$ cat config.mk
export PLATFORM = sky130hd
export DESIGN_NAME = keccak_sched_flat
export DESIGN_NICKNAME = d
export VERILOG_FILES = /design/src/rtl/keccak_pkg.sv /design/src/rtl/keccak_sched_if.sv /design/src/rtl/keccak_sched_rr_arbiter.sv /design/src/rtl/keccak_sched.sv /design/src/flat_wrapper.sv
export SDC_FILE = /design/constraint.sdc
export NUM_CORES = 1
export LEC_CHECK = 0
export ABC_AREA = 1
export BUFFER_PORTS_ARGS = -buffer_cell sky130_fd_sc_hd__buf_2
export CAP_MARGIN = 20
export CORE_MARGIN = 2
export CORE_UTILIZATION = 25
export CTS_CLUSTER_DIAMETER = 40
export DETAILED_ROUTE_END_ITERATION = 10
export GPL_TIMING_DRIVEN = 0
export PLACE_DENSITY = 0.63
export SETUP_SLACK_MARGIN = 0.5
export SLEW_MARGIN = 20
export SYNTH_ARGS = -nofsm -noshare
export SYNTH_HDL_FRONTEND = slang
export SYNTH_SLANG_ARGS = --single-unit
$ cat constraint.sdc
create_clock -name clk -period 1.53 [get_ports clk]
set_clock_uncertainty 0.15 [all_clocks]
set_input_delay 0.0765 -clock clk [delete_from_list [all_inputs] [get_ports clk]]
set_output_delay 0.0765 -clock clk [all_outputs]
set_load 0.05 [all_outputs]
$ cat src/rtl/keccak_pkg.sv
// Shared constants, FSM state type and helpers for the Keccak core and its
// multi-requester scheduler.
package keccak_pkg;

    localparam int MAX_D          = 1344;
    localparam int DIGEST_WORDS_W = 6;
    localparam int D_W            = 11;
    localparam int CMODE_W        = 3;
    localparam int DATA_W         = 64;
    localparam int HASH_W         = 32;

    typedef enum logic [2:0] {
        S_IDLE,
        S_START,
        S_FEED,
        S_DRAIN,
        S_DONE
    } sched_state_t;

    // A zero digest length selects the longest digest the core supports.
    function automatic logic [D_W-1:0] eff_digest_len(input logic [D_W-1:0] d);
        return (d == '0) ? D_W'(MAX_D) : d;
    endfunction

    function automatic int idx_width(input int n);
        return (n > 1) ? $clog2(n) : 1;
    endfunction

    // Number of 32-bit digest words for a d-bit digest, ceil(d/32).
    function automatic logic [DIGEST_WORDS_W-1:0] digest_words(input logic [D_W-1:0] d);
        return DIGEST_WORDS_W'((12'(d) + 12'd31) >> 5);
    endfunction

endpackage

$ cat src/rtl/keccak_sched_if.sv
// Requester-side bundle of the Keccak scheduler: job requests, message word
// streams, digest word bus and per-requester status.
interface keccak_sched_if
    import keccak_pkg::*;
#(
    parameter int NREQ = 2
);

    logic [NREQ-1:0]         req;
    logic [NREQ*CMODE_W-1:0] req_cmode;
    logic [NREQ*D_W-1:0]     req_d;

    logic [NREQ*DATA_W-1:0]  s_data;
    logic [NREQ-1:0]         s_valid;
    logic [NREQ-1:0]         s_last;
    logic [NREQ-1:0]         s_ready;

    logic [HASH_W-1:0]       m_data;
    logic [NREQ-1:0]         m_valid;
    logic                    m_last;

    logic [NREQ-1:0]         done;
    logic [NREQ-1:0]         underrun;
    logic [NREQ-1:0]         grant;

    // The requesters drive jobs and message words and observe the results.
    modport master (
        output req, req_cmode, req_d, s_data, s_valid, s_last,
        input  s_ready, m_data, m_valid, m_last, done, underrun, grant
    );

    modport slave (
        input  req, req_cmode, req_d, s_data, s_valid, s_last,
        output s_ready, m_data, m_valid, m_last, done, underrun, grant
    );

endinterface

$ cat src/rtl/keccak_sched_rr_arbiter.sv
// Combinational rotate-priority arbiter: grants the first set request at or
// after ptr, wrapping around, as a one-hot vector.
module rr_arbiter
    import keccak_pkg::*;
#(
    parameter int NREQ = 2
) (
    input  logic [NREQ-1:0]            req,
    input  logic [idx_width(NREQ)-1:0] ptr,
    output logic [NREQ-1:0]            gnt
);

    localparam int IW = idx_width(NREQ);

    logic found;

    // One search chain per possible pointer value; only the matching one is live.
    always_comb begin
        gnt   = '0;
        found = 1'b0;
        for (int s = 0; s < NREQ; s++) begin
            if (ptr == IW'(s)) begin
                for (int k = 0; k < NREQ; k++) begin
                    if (!found && req[(s + k) % NREQ]) begin
                        gnt[(s + k) % NREQ] = 1'b1;
                        found               = 1'b1;
                    end
                end
            end
        end
    end

endmodule

$ cat src/rtl/keccak_sched.sv
// Round-robin scheduler sharing one Keccak core between NREQ requesters:
// grants a job, starts the core, feeds message words and routes digest words.
module keccak_sched
    import keccak_pkg::*;
#(
    parameter int NREQ = 2
) (
    input  logic                  clk,
    input  logic                  rst,
    keccak_sched_if.slave         rq,

    output logic                  core_start,
    output logic [DATA_W-1:0]     core_dt_i,
    output logic [CMODE_W-1:0]    core_cmode,
    output logic [D_W-1:0]        core_d,
    output logic                  core_last_block,
    input  logic                  core_valid,
    input  logic                  core_ready,
    input  logic                  core_finish_hash,
    input  logic [HASH_W-1:0]     core_dt_o_hash
);

    localparam int IW = idx_width(NREQ);

    sched_state_t              state_q, state_d;
    logic [IW-1:0]             own_q, own_d;
    logic [IW-1:0]             rr_ptr_q, rr_ptr_d;
    logic [NREQ-1:0]           grant_q, grant_d;
    logic [DIGEST_WORDS_W-1:0] words_left_q, words_left_d;
    logic                      core_start_q, core_start_d;
    logic [CMODE_W-1:0]        core_cmode_q, core_cmode_d;
    logic [D_W-1:0]            core_d_q, core_d_d;
    logic [HASH_W-1:0]         m_data_q, m_data_d;
    logic [NREQ-1:0]           m_valid_q, m_valid_d;
    logic                      m_last_q, m_last_d;
    logic [NREQ-1:0]           done_q, done_d;
    logic [NREQ-1:0]           underrun_q, underrun_d;

    logic [NREQ-1:0]           arb_gnt;
    logic [IW-1:0]             win_idx;
    logic [CMODE_W-1:0]        win_cmode;
    logic [D_W-1:0]            win_d;

    logic [DATA_W-1:0]         own_data;
    logic                      own_valid;
    logic                      own_last;
    logic                      feeding;

    rr_arbiter #(
        .NREQ (NREQ)
    ) u_arb (
        .req (rq.req),
        .ptr (rr_ptr_q),
        .gnt (arb_gnt)
    );

    // Job parameters of the requester the arbiter would pick this cycle.
    always_comb begin
        win_idx   = '0;
        win_cmode = '0;
        win_d     = '0;
        for (int i = 0; i < NREQ; i++) begin
            if (arb_gnt[i]) begin
                win_idx   = IW'(i);
                win_cmode = rq.req_cmode[i*CMODE_W +: CMODE_W];
                win_d     = rq.req_d[i*D_W +: D_W];
            end
        end
    end

    always_comb begin
        own_data  = '0;
        own_valid = 1'b0;
        own_last  = 1'b0;
        for (int i = 0; i < NREQ; i++) begin
            if (own_q == IW'(i)) begin
                own_data  = rq.s_data[i*DATA_W +: DATA_W];
                own_valid = rq.s_valid[i];
                own_last  = rq.s_last[i];
            end
        end
    end

    assign feeding = (state_q == S_FEED);

    // The core has no input backpressure, so the message stream is a plain
    // mux of the owner's lane while feeding; grant_q doubles as the owner mask.
    always_comb begin
        core_dt_i       = '0;
        core_last_block = 1'b0;
        rq.s_ready      = '0;
        if (feeding) begin
            core_dt_i       = own_data;
            core_last_block = own_last;
            if (core_valid) begin
                rq.s_ready = grant_q;
            end
        end
    end

    always_comb begin
        state_d      = state_q;
        own_d        = own_q;
        rr_ptr_d     = rr_ptr_q;
        grant_d      = grant_q;
        words_left_d = words_left_q;
        core_start_d = 1'b0;
        core_cmode_d = core_cmode_q;
        core_d_d     = core_d_q;
        m_data_d     = m_data_q;
        m_valid_d    = '0;
        m_last_d     = 1'b0;
        done_d       = '0;
        underrun_d   = underrun_q;

        unique case (state_q)
            S_IDLE: begin
                if (core_ready && (|rq.req)) begin
                    state_d      = S_START;
                    grant_d      = arb_gnt;
                    own_d        = win_idx;
                    core_start_d = 1'b1;
                    core_cmode_d = win_cmode;
                    core_d_d     = eff_digest_len(win_d);
                end
            end

            S_START: begin
                words_left_d = digest_words(core_d_q);
                state_d      = S_FEED;
            end

            S_FEED, S_DRAIN: begin
                if (feeding && core_valid && !own_valid) begin
                    underrun_d = underrun_q | grant_q;
                end
                // The first digest word both leaves FEED and is routed.
                if (core_finish_hash) begin
                    m_data_d     = core_dt_o_hash;
                    m_valid_d    = grant_q;
                    words_left_d = words_left_q - 1'b1;
                    if (words_left_q == DIGEST_WORDS_W'(1)) begin
                        m_last_d = 1'b1;
                        done_d   = grant_q;
                        state_d  = S_DONE;
                    end else begin
                        state_d  = S_DRAIN;
                    end
                end
            end

            S_DONE: begin
                grant_d  = '0;
                rr_ptr_d = (own_q == IW'(NREQ - 1)) ? '0 : own_q + 1'b1;
                state_d  = S_IDLE;
            end

            default: begin
                state_d = S_IDLE;
                grant_d = '0;
            end
        endcase
    end

    always_ff @(posedge clk) begin
        if (rst) begin
            state_q      <= S_IDLE;
            own_q        <= '0;
            rr_ptr_q     <= '0;
            grant_q      <= '0;
            words_left_q <= '0;
            core_start_q <= 1'b0;
            core_cmode_q <= '0;
            core_d_q     <= '0;
            m_data_q     <= '0;
            m_valid_q    <= '0;
            m_last_q     <= 1'b0;
            done_q       <= '0;
            underrun_q   <= '0;
        end else begin
            state_q      <= state_d;
            own_q        <= own_d;
            rr_ptr_q     <= rr_ptr_d;
            grant_q      <= grant_d;
            words_left_q <= words_left_d;
            core_start_q <= core_start_d;
            core_cmode_q <= core_cmode_d;
            core_d_q     <= core_d_d;
            m_data_q     <= m_data_d;
            m_valid_q    <= m_valid_d;
            m_last_q     <= m_last_d;
            done_q       <= done_d;
            underrun_q   <= underrun_d;
        end
    end

    assign core_start  = core_start_q;
    assign core_cmode  = core_cmode_q;
    assign core_d      = core_d_q;
    assign rq.grant    = grant_q;
    assign rq.m_data   = m_data_q;
    assign rq.m_valid  = m_valid_q;
    assign rq.m_last   = m_last_q;
    assign rq.done     = done_q;
    assign rq.underrun = underrun_q;

endmodule

$ cat src/flat_wrapper.sv
// flat-port wrapper written by rule: the top's interface ports become plain ports
module keccak_sched_flat import keccak_pkg::*;
#(
    parameter int NREQ = 2
)
  (clk, rst, core_start, core_dt_i, core_cmode, core_d, core_last_block, core_valid, core_ready, core_finish_hash, core_dt_o_hash, rq_req, rq_req_cmode, rq_req_d, rq_s_data, rq_s_valid, rq_s_last, rq_s_ready, rq_m_data, rq_m_valid, rq_m_last, rq_done, rq_underrun, rq_grant);
  keccak_sched_if #(.NREQ(NREQ)) rq_i ();
  input  logic clk;
  input  logic rst;
  output logic core_start;
  output logic [DATA_W-1:0] core_dt_i;
  output logic [CMODE_W-1:0] core_cmode;
  output logic [D_W-1:0] core_d;
  output logic core_last_block;
  input  logic core_valid;
  input  logic core_ready;
  input  logic core_finish_hash;
  input  logic [HASH_W-1:0] core_dt_o_hash;
  input wire logic [$bits(rq_i.req)-1:0] rq_req;
  input wire logic [$bits(rq_i.req_cmode)-1:0] rq_req_cmode;
  input wire logic [$bits(rq_i.req_d)-1:0] rq_req_d;
  input wire logic [$bits(rq_i.s_data)-1:0] rq_s_data;
  input wire logic [$bits(rq_i.s_valid)-1:0] rq_s_valid;
  input wire logic [$bits(rq_i.s_last)-1:0] rq_s_last;
  output wire logic [$bits(rq_i.s_ready)-1:0] rq_s_ready;
  output wire logic [$bits(rq_i.m_data)-1:0] rq_m_data;
  output wire logic [$bits(rq_i.m_valid)-1:0] rq_m_valid;
  output wire logic [$bits(rq_i.m_last)-1:0] rq_m_last;
  output wire logic [$bits(rq_i.done)-1:0] rq_done;
  output wire logic [$bits(rq_i.underrun)-1:0] rq_underrun;
  output wire logic [$bits(rq_i.grant)-1:0] rq_grant;
  assign rq_i.req = rq_req;
  assign rq_i.req_cmode = rq_req_cmode;
  assign rq_i.req_d = rq_req_d;
  assign rq_i.s_data = rq_s_data;
  assign rq_i.s_valid = rq_s_valid;
  assign rq_i.s_last = rq_s_last;
  assign rq_s_ready = rq_i.s_ready;
  assign rq_m_data = rq_i.m_data;
  assign rq_m_valid = rq_i.m_valid;
  assign rq_m_last = rq_i.m_last;
  assign rq_done = rq_i.done;
  assign rq_underrun = rq_i.underrun;
  assign rq_grant = rq_i.grant;
  keccak_sched #(.NREQ(NREQ)) u_core (.clk(clk), .rst(rst), .rq(rq_i), .core_start(core_start), .core_dt_i(core_dt_i), .core_cmode(core_cmode), .core_d(core_d), .core_last_block(core_last_block), .core_valid(core_valid), .core_ready(core_ready), .core_finish_hash(core_finish_hash), .core_dt_o_hash(core_dt_o_hash));
endmodule
# Yosys cells after proc, flatten, opt, wreduce, memory -nomap -nowiden
# Index checks and enable logic that the tools add are counted.
totals:
  register_bits: 67
  word_cells: 89
classes:
  addsub: 3
  eq_ne: 7
  muxes: 35
  n_bitwise: 6
  n_reduce_logical: 25
ops:
  columns: ["cell", "count"]
  rows:
  - ["two-way mux 64 bit", 2]
  - ["two-way mux 11 bit", 3]
  - ["two-way mux 1 bit", 16]
  - ["two-way mux 3 bit", 5]
  - ["one-hot mux 6 bit (2 select lines)", 1]
  - ["AND reduction 2 bit", 6]
  - ["adder 11 x 5 -> 11 bit (second input constant)", 1]
  - ["zero test 11 bit", 1]
  - ["two-way mux 2 bit", 5]
  - ["one-hot mux 3 bit (3 select lines)", 1]
  - ["equality test 3 x 2 -> 1 bit (second input constant)", 2]
  - ["equality test 6 x 1 -> 1 bit (second input constant)", 1]
  - ["logical AND 1 bit", 6]
  - ["two-way mux 6 bit", 1]
  - ["OR reduction 2 bit", 3]
  - ["OR reduction 3 bit", 2]
  - ["subtractor 6 x 1 -> 6 bit (second input constant)", 1]
  - ["NOT 1 bit", 5]
  - ["zero test 1 bit", 4]
  - ["one-hot mux 2 bit (2 select lines)", 1]
  - ["OR reduction 4 bit", 1]
  - ["equality test 3 x 1 -> 1 bit (second input constant)", 1]
  - ["equality test 3 bit (second input constant)", 1]
  - ["zero test 3 bit", 1]
  - ["other kinds (5)", 5]

# Logic depth before layout (Yosys ltp)
# Gate-level depths: netlist (run 1).
depth:
  ltp_word: 18
  mapped_depth: 10
  ltp_nobuf: 10

# Modules after synthesis
# Synthesis (run 1) repeated with hierarchy kept, for this count alone.
unflattened:
  cells_unflattened: 619
  hier_area_um2: 3971.3
by_module_without_submodules:
  columns: ["module", "instances", "cells_each", "area_per_inst_um2"]
  rows:
  - ["keccak_sched", 1, 615, 3943.8]
  - ["rr_arbiter", 1, 4, 27.5]

# Least setup slack after synthesis (run 1)
# OpenSTA, ideal clock, no wires.
synth_timing:
  kind: "reg-to-output"
  startpoint: "reg u_core.own_q"
  endpoint: "out core_dt_i[44]"
  arrival_ps: 1792
  setup_slack_ps: -488
  stages_incl_launch_ff: 6
  path_buffers: 3
  path_cell_list: "dfxtp_1 -> clkbuf_1 -> buf_2 -> clkbuf_1 -> nand2_1 -> a21oi_1"
synth_between:
  elab_chain_cells: 2
synth_rtl:
  columns: ["item", "line_no", "source"]
  rows:
  - ["from (decl)", "keccak_sched.sv:26", "logic [IW-1:0] own_q, own_d;"]
  - ["from (signal assigned)", "keccak_sched.sv:182", "own_q <= own_d;"]
  - ["two-way mux 64 bit", "keccak_sched.sv:76", "if (own_q == IW'(i)) begin"]
  - ["two-way mux 64 bit", "keccak_sched.sv:92", "if (feeding) begin"]
  - ["to (decl)", "flat_wrapper.sv:11", "output logic [DATA_W-1:0] core_dt_i;"]
# No other way between the ends.

# Worst setup path after layout (run 1)
layout_timing:
  startpoint: "reg u_core.own_q"
  endpoint: "out core_dt_i[27]"
# Same word-level chain as after synthesis.

==> qor.txt, run 1 <==
drt pass-1 iters = 4
sequential area share after synthesis = 0.345
internal power = 0.00741 W
Die Height = 129 µm
DR WL/cell = 18.6 µm
drt drc = 0
PwrDens = 1390 nW/µm²
post-layout min period = 1.78 ns
antenna-violating nets left = 0
GRT Overall Usage = 0.224
fin. max-slew vios = 0
largest net degree at the start of global routing = 13
worst hold path class = input pin to flop
Core Area = 15200 µm²
Peak VDD IR = 0.997 mV
sw frac = 0.477
Leak = 4.44 nW
number of clock sinks = 67
status = finished, violations left
wire length on met3 = 1690 µm
first-pass GRT wire length = 29400 µm
fmax = 562 MHz
Synth warnings = 0
CTS buffer count = 9
Worst-path clk slew = 0.06 ns
count of buffer and inverter cells on the critical path = 5
Final #Nets = 1267
FF+latch count, synth = 67
CP startpoint kind = flop
vias in the first global route = 5882
Slew headroom = 0.426
# hold bufs at CTS = 39
Max Cap Viol = 0
FILL cells = 1068
number of H-tree levels = 3
Final Util = 0.670
global placement routability congestion = 0.860
clk_lat worst skew = 0.34 ns
family with the most delay on the worst path = buffers and inverters
Final Hold Vio Count = 6
DR top layer = met4
post-synthesis instance area = 3890 µm²
CP Max Fanout = 6
clk buf depth = 2
DR iter-0 viols = 250
Via density = 4.96
Horiz. Die Dim = 129 µm
die area = 16600 µm²
endpoints failing setup = 100
DP HPWL = 14000 µm
vias after detailed routing = 6251
initial antenna violation count = 1
cell row count = 45
final setup margin = -0.249 ns
cell mode on critical path = buf_8
CTS tree = built
cells after synthesis = 639
Arr. time, crit path = 1.55 ns
CTS root buf = clkbuf_16
CP Class = flop to primary output
max incr delay on CP = 0.32 ns
Metal-1 WL = 7970 µm
WP data required = 1.30 ns
register share of total power = 0.189
Worst Max-Slew Pin Slew = 0.861 ns
share of cells above drive strength 1 = 0.684
syn nets = 840
fin crit share = 1.16
Critical-path top delay cell = dfxtp_2
net switching power figure = 0.00676 W
area grow syn2layout = 162%
Combinational Power Share = 0.663
RSZ-0062 raised after global routing = yes
IO Port Bufs = 319
metal2 WL = 12700 µm
Unique masters post-synth = 31
syn avg cell area = 6.08 µm²
Clock power frac = 0.147
Total Wirelength = 23500 µm
Hold Worst Slack = -0.104 ns
failing checks = hold timing, setup timing
Worst setup EP type = primary output
# IOs = 322
crit-path cells = buf_8 -> clkinv_8 -> buf_12 -> buf_8 -> nand2_1 -> a21oi_4 -> buf_6
Overflow after GRT = 0
Initial Util = 0.256
-- worst register-to-register path, cell delays in order (launching register included) --
cell	delay, ns
dfxtp_4	0.35
inv_4	0.06
nand3_4	0.09
buf_6	0.14
nand2_8	0.07
nand2_8	0.07
buf_12	0.15
clkbuf_16	0.17
o21ai_4	0.18
nor2_1	0.08
-- power groups by stage --
stage / registers, W / logic (W) / clock network, W
6_report: 0.00268 / 0.00940 / 0.00209
5_1_grt: 0.00272 / 0.00983 / 0.00217
4_1_cts: 0.00246 / 0.00783 / 0.00209
3_5_place_dp: 0.00247 / 0.00626 / 0
3_3_place_gp: 0.00246 / 0.00626 / 0
2_1_floorplan: 0.00342 / 0.00393 / 0
-- final timing paths --
check / cells past startpoint / to / slack [ns] / from
setup / recovery: 7 / core_dt_i[27] / -0.25 / u_core.own_q
hold / removal: 3 / u_core.core_d[2] / -0.10 / rq_req_d[13]
setup reg to reg: 9 / u_core.rq.m_data[11] / -0.10 / u_core.state_q[0]
hold reg to reg: 2 / u_core.words_left_q[5] / 0.34 / u_core.words_left_q[5]
-- kinds of logic after synthesis --
| family | Yosys count | synth area share |
|---|---|---|
| fa+ha+maj | 2 | 0.00644 |
| simple gates | 344 | 0.363 |
| compound gates | 147 | 0.192 |
| xor+xnor | 2 | 0.00451 |
| flops | 67 | 0.345 |
| buf+inv | 77 | 0.0885 |
-- Yosys cell counts --
master,count,share of area
buf_1,6,0.0058
dfxtp_1,67,0.35
a31oi_1,5,0.0080
nor3_1,3,0.0039
a21oi_2,1,0.0023
ha_1,2,0.0064
nor2_1,100,0.097
nand4_1,4,0.0064
buf_4,5,0.0097
buf_6,2,0.0058
nand2_4,1,0.0029
nand3_2,1,0.0026
clkbuf_2,2,0.0026
inv_2,3,0.0029
o21ai_1,1,0.0013
nand2_8,1,0.0051
inv_1,32,0.031
nand2_1,195,0.19
nand3b_1,1,0.0019
buf_2,13,0.017
nand3b_4,1,0.0051
a21oi_1,86,0.11
nand3_1,32,0.041
xor2_1,1,0.0023
o21ai_0,53,0.068
nor3_2,1,0.0026
nand2_2,4,0.0064
o21bai_1,1,0.0019
xnor2_1,1,0.0023
inv_4,1,0.0016
clkbuf_1,13,0.013
-- layer usage --
metal / vias to the layer above / track usage
met5: - / 0
met4: 0 / 0.106
met3: 74 / 0.0520
met2: 323 / 0.435
met1: 2924 / 0.224
li1: 2930 / -
-- final cells by class --
class                      instances  area [µm²]  area share
multi-input combinational        496        3830       0.376
timing repair buffer             414        3640       0.358
sequential                        67        1450       0.142
buffer                            41         543      0.0533
tap                              188         235      0.0231
clock buffer                      10         229      0.0225
inverter                          36         180      0.0177
clock inverter                     6        63.8     0.00626
timing repair inverter             1        6.26    0.000614
antenna                            1        2.50    0.000246
-- sequential cells by signal, indices dropped and copies added, names as in the netlist --
signal	flops
u_core.state_q	3
u_core.core_cmode	3
u_core.rq.m_data	32
u_core.rq.m_valid	2
u_core.words_left_q	6
u_core.core_start	1
u_core.rq.underrun	2
u_core.core_d	11
u_core.rq.done	2
u_core.rq.m_last	1
u_core.rq.grant	2
u_core.own_q	1
u_core.rr_ptr_q	1
-- cells in the final DEF (no fill, tap or decap), types with 6 or more instances in the layout --
cell and instances:
nand3_1 22, dfxtp_4 19, a21oi_1 13, a21oi_2 9
dfxtp_2 31, nor2_4 14, buf_6 79, nand2_1 117
buf_8 73, dfxtp_1 17, nand3_2 6, nor2_2 24
inv_4 7, nor2_1 62, o21ai_2 27, dlygate4sd3_1 39
buf_4 28, nand2_2 41, inv_1 24, clkbuf_16 18
o21ai_4 6, clkbuf_1 6, buf_12 10, o21ai_1 12
buf_2 204, nand2_4 41, o21ai_0 9, a21oi_4 65
-- metrics by stage --
stage | TNS (ns) | cell area, µm² | cells | setup WS (ns) | total power [W]
2_1_floorplan | 0 | 4870 | 639 | 0.146 | 0.00735
3_3_place_gp | -5.06 | 6700 | 1146 | -0.130 | 0.00872
3_5_place_dp | -5.42 | 6700 | 1146 | -0.135 | 0.00873
4_1_cts | -15.45 | 8740 | 1234 | -0.275 | 0.0124
5_1_grt | -19.62 | 10200 | 1260 | -0.293 | 0.0147
6_report | -12.98 | 10200 | 1260 | -0.249 | 0.0142
-- timing repair --
action / 4_1_cts / 5_1_grt
hold endpoints to repair: 47 / 4
setup buffers: 21 / 20
pin swaps: 48 / 64
gates cloned: 12 / 5
gates resized for setup: 308 / 423
endpoints found under the setup margin: 190 / 190
Note: power is estimated with default switching activity, not from simulation.
==> run 2, diff against run 1 <==
--- a/config.mk
+++ b/config.mk
@@ -13,7 +13,7 @@
 export CTS_CLUSTER_DIAMETER = 40
 export DETAILED_ROUTE_END_ITERATION = 10
 export GPL_TIMING_DRIVEN = 0
-export PLACE_DENSITY = 0.63
+export PLACE_DENSITY = 0.56
 export SETUP_SLACK_MARGIN = 0.5
 export SLEW_MARGIN = 20
 export SYNTH_ARGS = -nofsm -noshare
==> run 2 against run 1 <==
Global-route usage fell by 0.34 points. Combinational power rose by 3.2%. The flow still finishes with violations (hold timing, setup timing). Register-to-register slack got worse by 0.07 ns. Cell count rose by 0.48%. Power rose by 2.3%. Hold slack got worse by 0.014 ns. First-iteration DRC count fell by 24%.
==> qor.txt, run 2 (synthesis results as in run 1) <==
status = finished, violations left
failing checks = hold timing, setup timing
Peak VDD IR = 1.02 mV
CTS tree = built
drt drc = 0
Antenna Cells = 0
Largest register FFs = 32
DR WL/cell = 17.3 µm
Worst setup EP type = primary output
grt met1 use = 0.226
drt pass-1 iters = 5
worst hold path class = input pin to flop
fin crit share = 1.13
Final #Nets = 1274
PwrDens = 1410 nW/µm²
Leak = 4.46 nW
FILL cells = 1138
first-pass GRT wire length = 29200 µm
Multi-input gate area = 3830 µm²
CP Max Fanout = 6
Total Wirelength = 21900 µm
Die Height = 129 µm
area grow syn2layout = 164%
GRT Overall Usage = 0.221
# IOs = 322
Final Hold Vio Count = 5
number of clock sinks = 67
largest net degree at the start of global routing = 14
Worst Max-Slew Pin Slew = 0.830 ns
final setup margin = -0.205 ns
register area = 1460 µm²
fin. max-slew vios = 0
Core Area = 15200 µm²
cell row count = 45
die area = 16600 µm²
GRT busiest layer = met2
RSZ-0062 raised after global routing = yes
Worst-path clk slew = 0.06 ns
fmax = 576 MHz
antenna-violating nets left = 0
Horiz. Die Dim = 129 µm
CTS root buf = clkbuf_16
Arr. time, crit path = 1.51 ns
Finished Cell Area = 10300 µm²
vias after detailed routing = 6060
CP Class = flop to primary output
clk_lat worst skew = 0.34 ns
DP HPWL = 13800 µm
commonest non-fill, non-tap cell in the layout = buf_2
CTS buffer count = 9
# hold bufs at CTS = 40
vias in the first global route = 5905
Slew headroom = 0.447
most frequent cells in the layout = 204 x buf_2, 100 x nand2_1, 77 x buf_6
Placed Area = 6700 µm²
Max Cap Viol = 0
CP startpoint kind = flop
Final Util = 0.675
share of cells above drive strength 1 = 0.704
endpoints failing setup = 111
global placement routability congestion = 0.788
Initial Util = 0.256
clk buf depth = 2
post-layout min period = 1.73 ns
DR iter-0 viols = 190
WP data required = 1.30 ns
IO Port Bufs = 319
Via density = 4.79
met2 Use GR = 0.433
GR Util met3 = 0.0586
number of H-tree levels = 3
total power = 0.0145 W
Hold Worst Slack = -0.118 ns
initial antenna violation count = 1
Overflow after GRT = 0
==> run 2: cell types whose count changed in the layout (fill, tap and decap cells not counted), moves of 6 or more <==
| cell | delta |
|---|---|
| buf_4 | +8 |
| buf_8 | -6 |
| dfxtp_2 | -6 |
| nand2_2 | +30 |
| nand2_1 | -17 |
| nand2_4 | -15 |
==> run 2: power by group <==
group	switching (W)	total (W)	internal [W]
sequential	0.000448	0.00266	0.00221
combinational	0.00558	0.00970	0.00412
clock	0.000850	0.00212	0.00127
==> run 2: worst paths after layout <==
check	startpoint	cells after the start	slack [ns]	endpoint
setup reg to reg	u_core.state_q[2]	13	-0.17	u_core.words_left_q[2]
hold reg to reg	u_core.rq.underrun[1]	2	0.34	u_core.rq.underrun[1]
setup / recovery	u_core.own_q	7	-0.20	core_dt_i[17]
hold / removal	rq_req_d[16]	3	-0.12	u_core.core_d[5]
==> run 2: critical path, stage by stage (launching register included) <==
cell and delay [ns]:
dfxtp_2 0.32, buf_8 0.13, clkinv_8 0.06, buf_12 0.14, buf_8 0.13, nand2_2 0.06, a21oi_4 0.15, buf_6 0.17
==> run 2: what timing repair did <==
action	4_1_cts	5_1_grt
resized for setup	330	406
endpoints found under the setup margin	190	190
pin swaps	21	70
endpoints found under the hold margin	49	5
buffers inserted	23	24
cloned	12	5
==> run 2: per-stage QoR <==
stage                     setup TNS [ns]  setup WS, ns  std cells
after floorplan                        0         0.146        639
after global placement             -4.37        -0.131       1146
after detailed placement           -4.51        -0.136       1146
after CTS                         -16.86        -0.273       1237
after global routing              -22.70        -0.270       1266
final                             -15.45        -0.205       1266
==> run 2: layer usage <==
layer / routed length, µm / share of wire / up-vias
met5: 8 / 0.00036 / -
met4: 529 / 0.024 / 2
met3: 1730 / 0.079 / 40
met2: 12000 / 0.55 / 266
met1: 7640 / 0.35 / 2811
li1: - / - / 2941
==> run 2: area by class of cell <==
class,instances,share of cell area
buffer,41,0.0532
clock buffer,9,0.0219
clock inverter,7,0.00731
inverter,36,0.0186
multi-input combinational,496,0.373
sequential,67,0.142
tap,188,0.0229
timing repair buffer,422,0.362
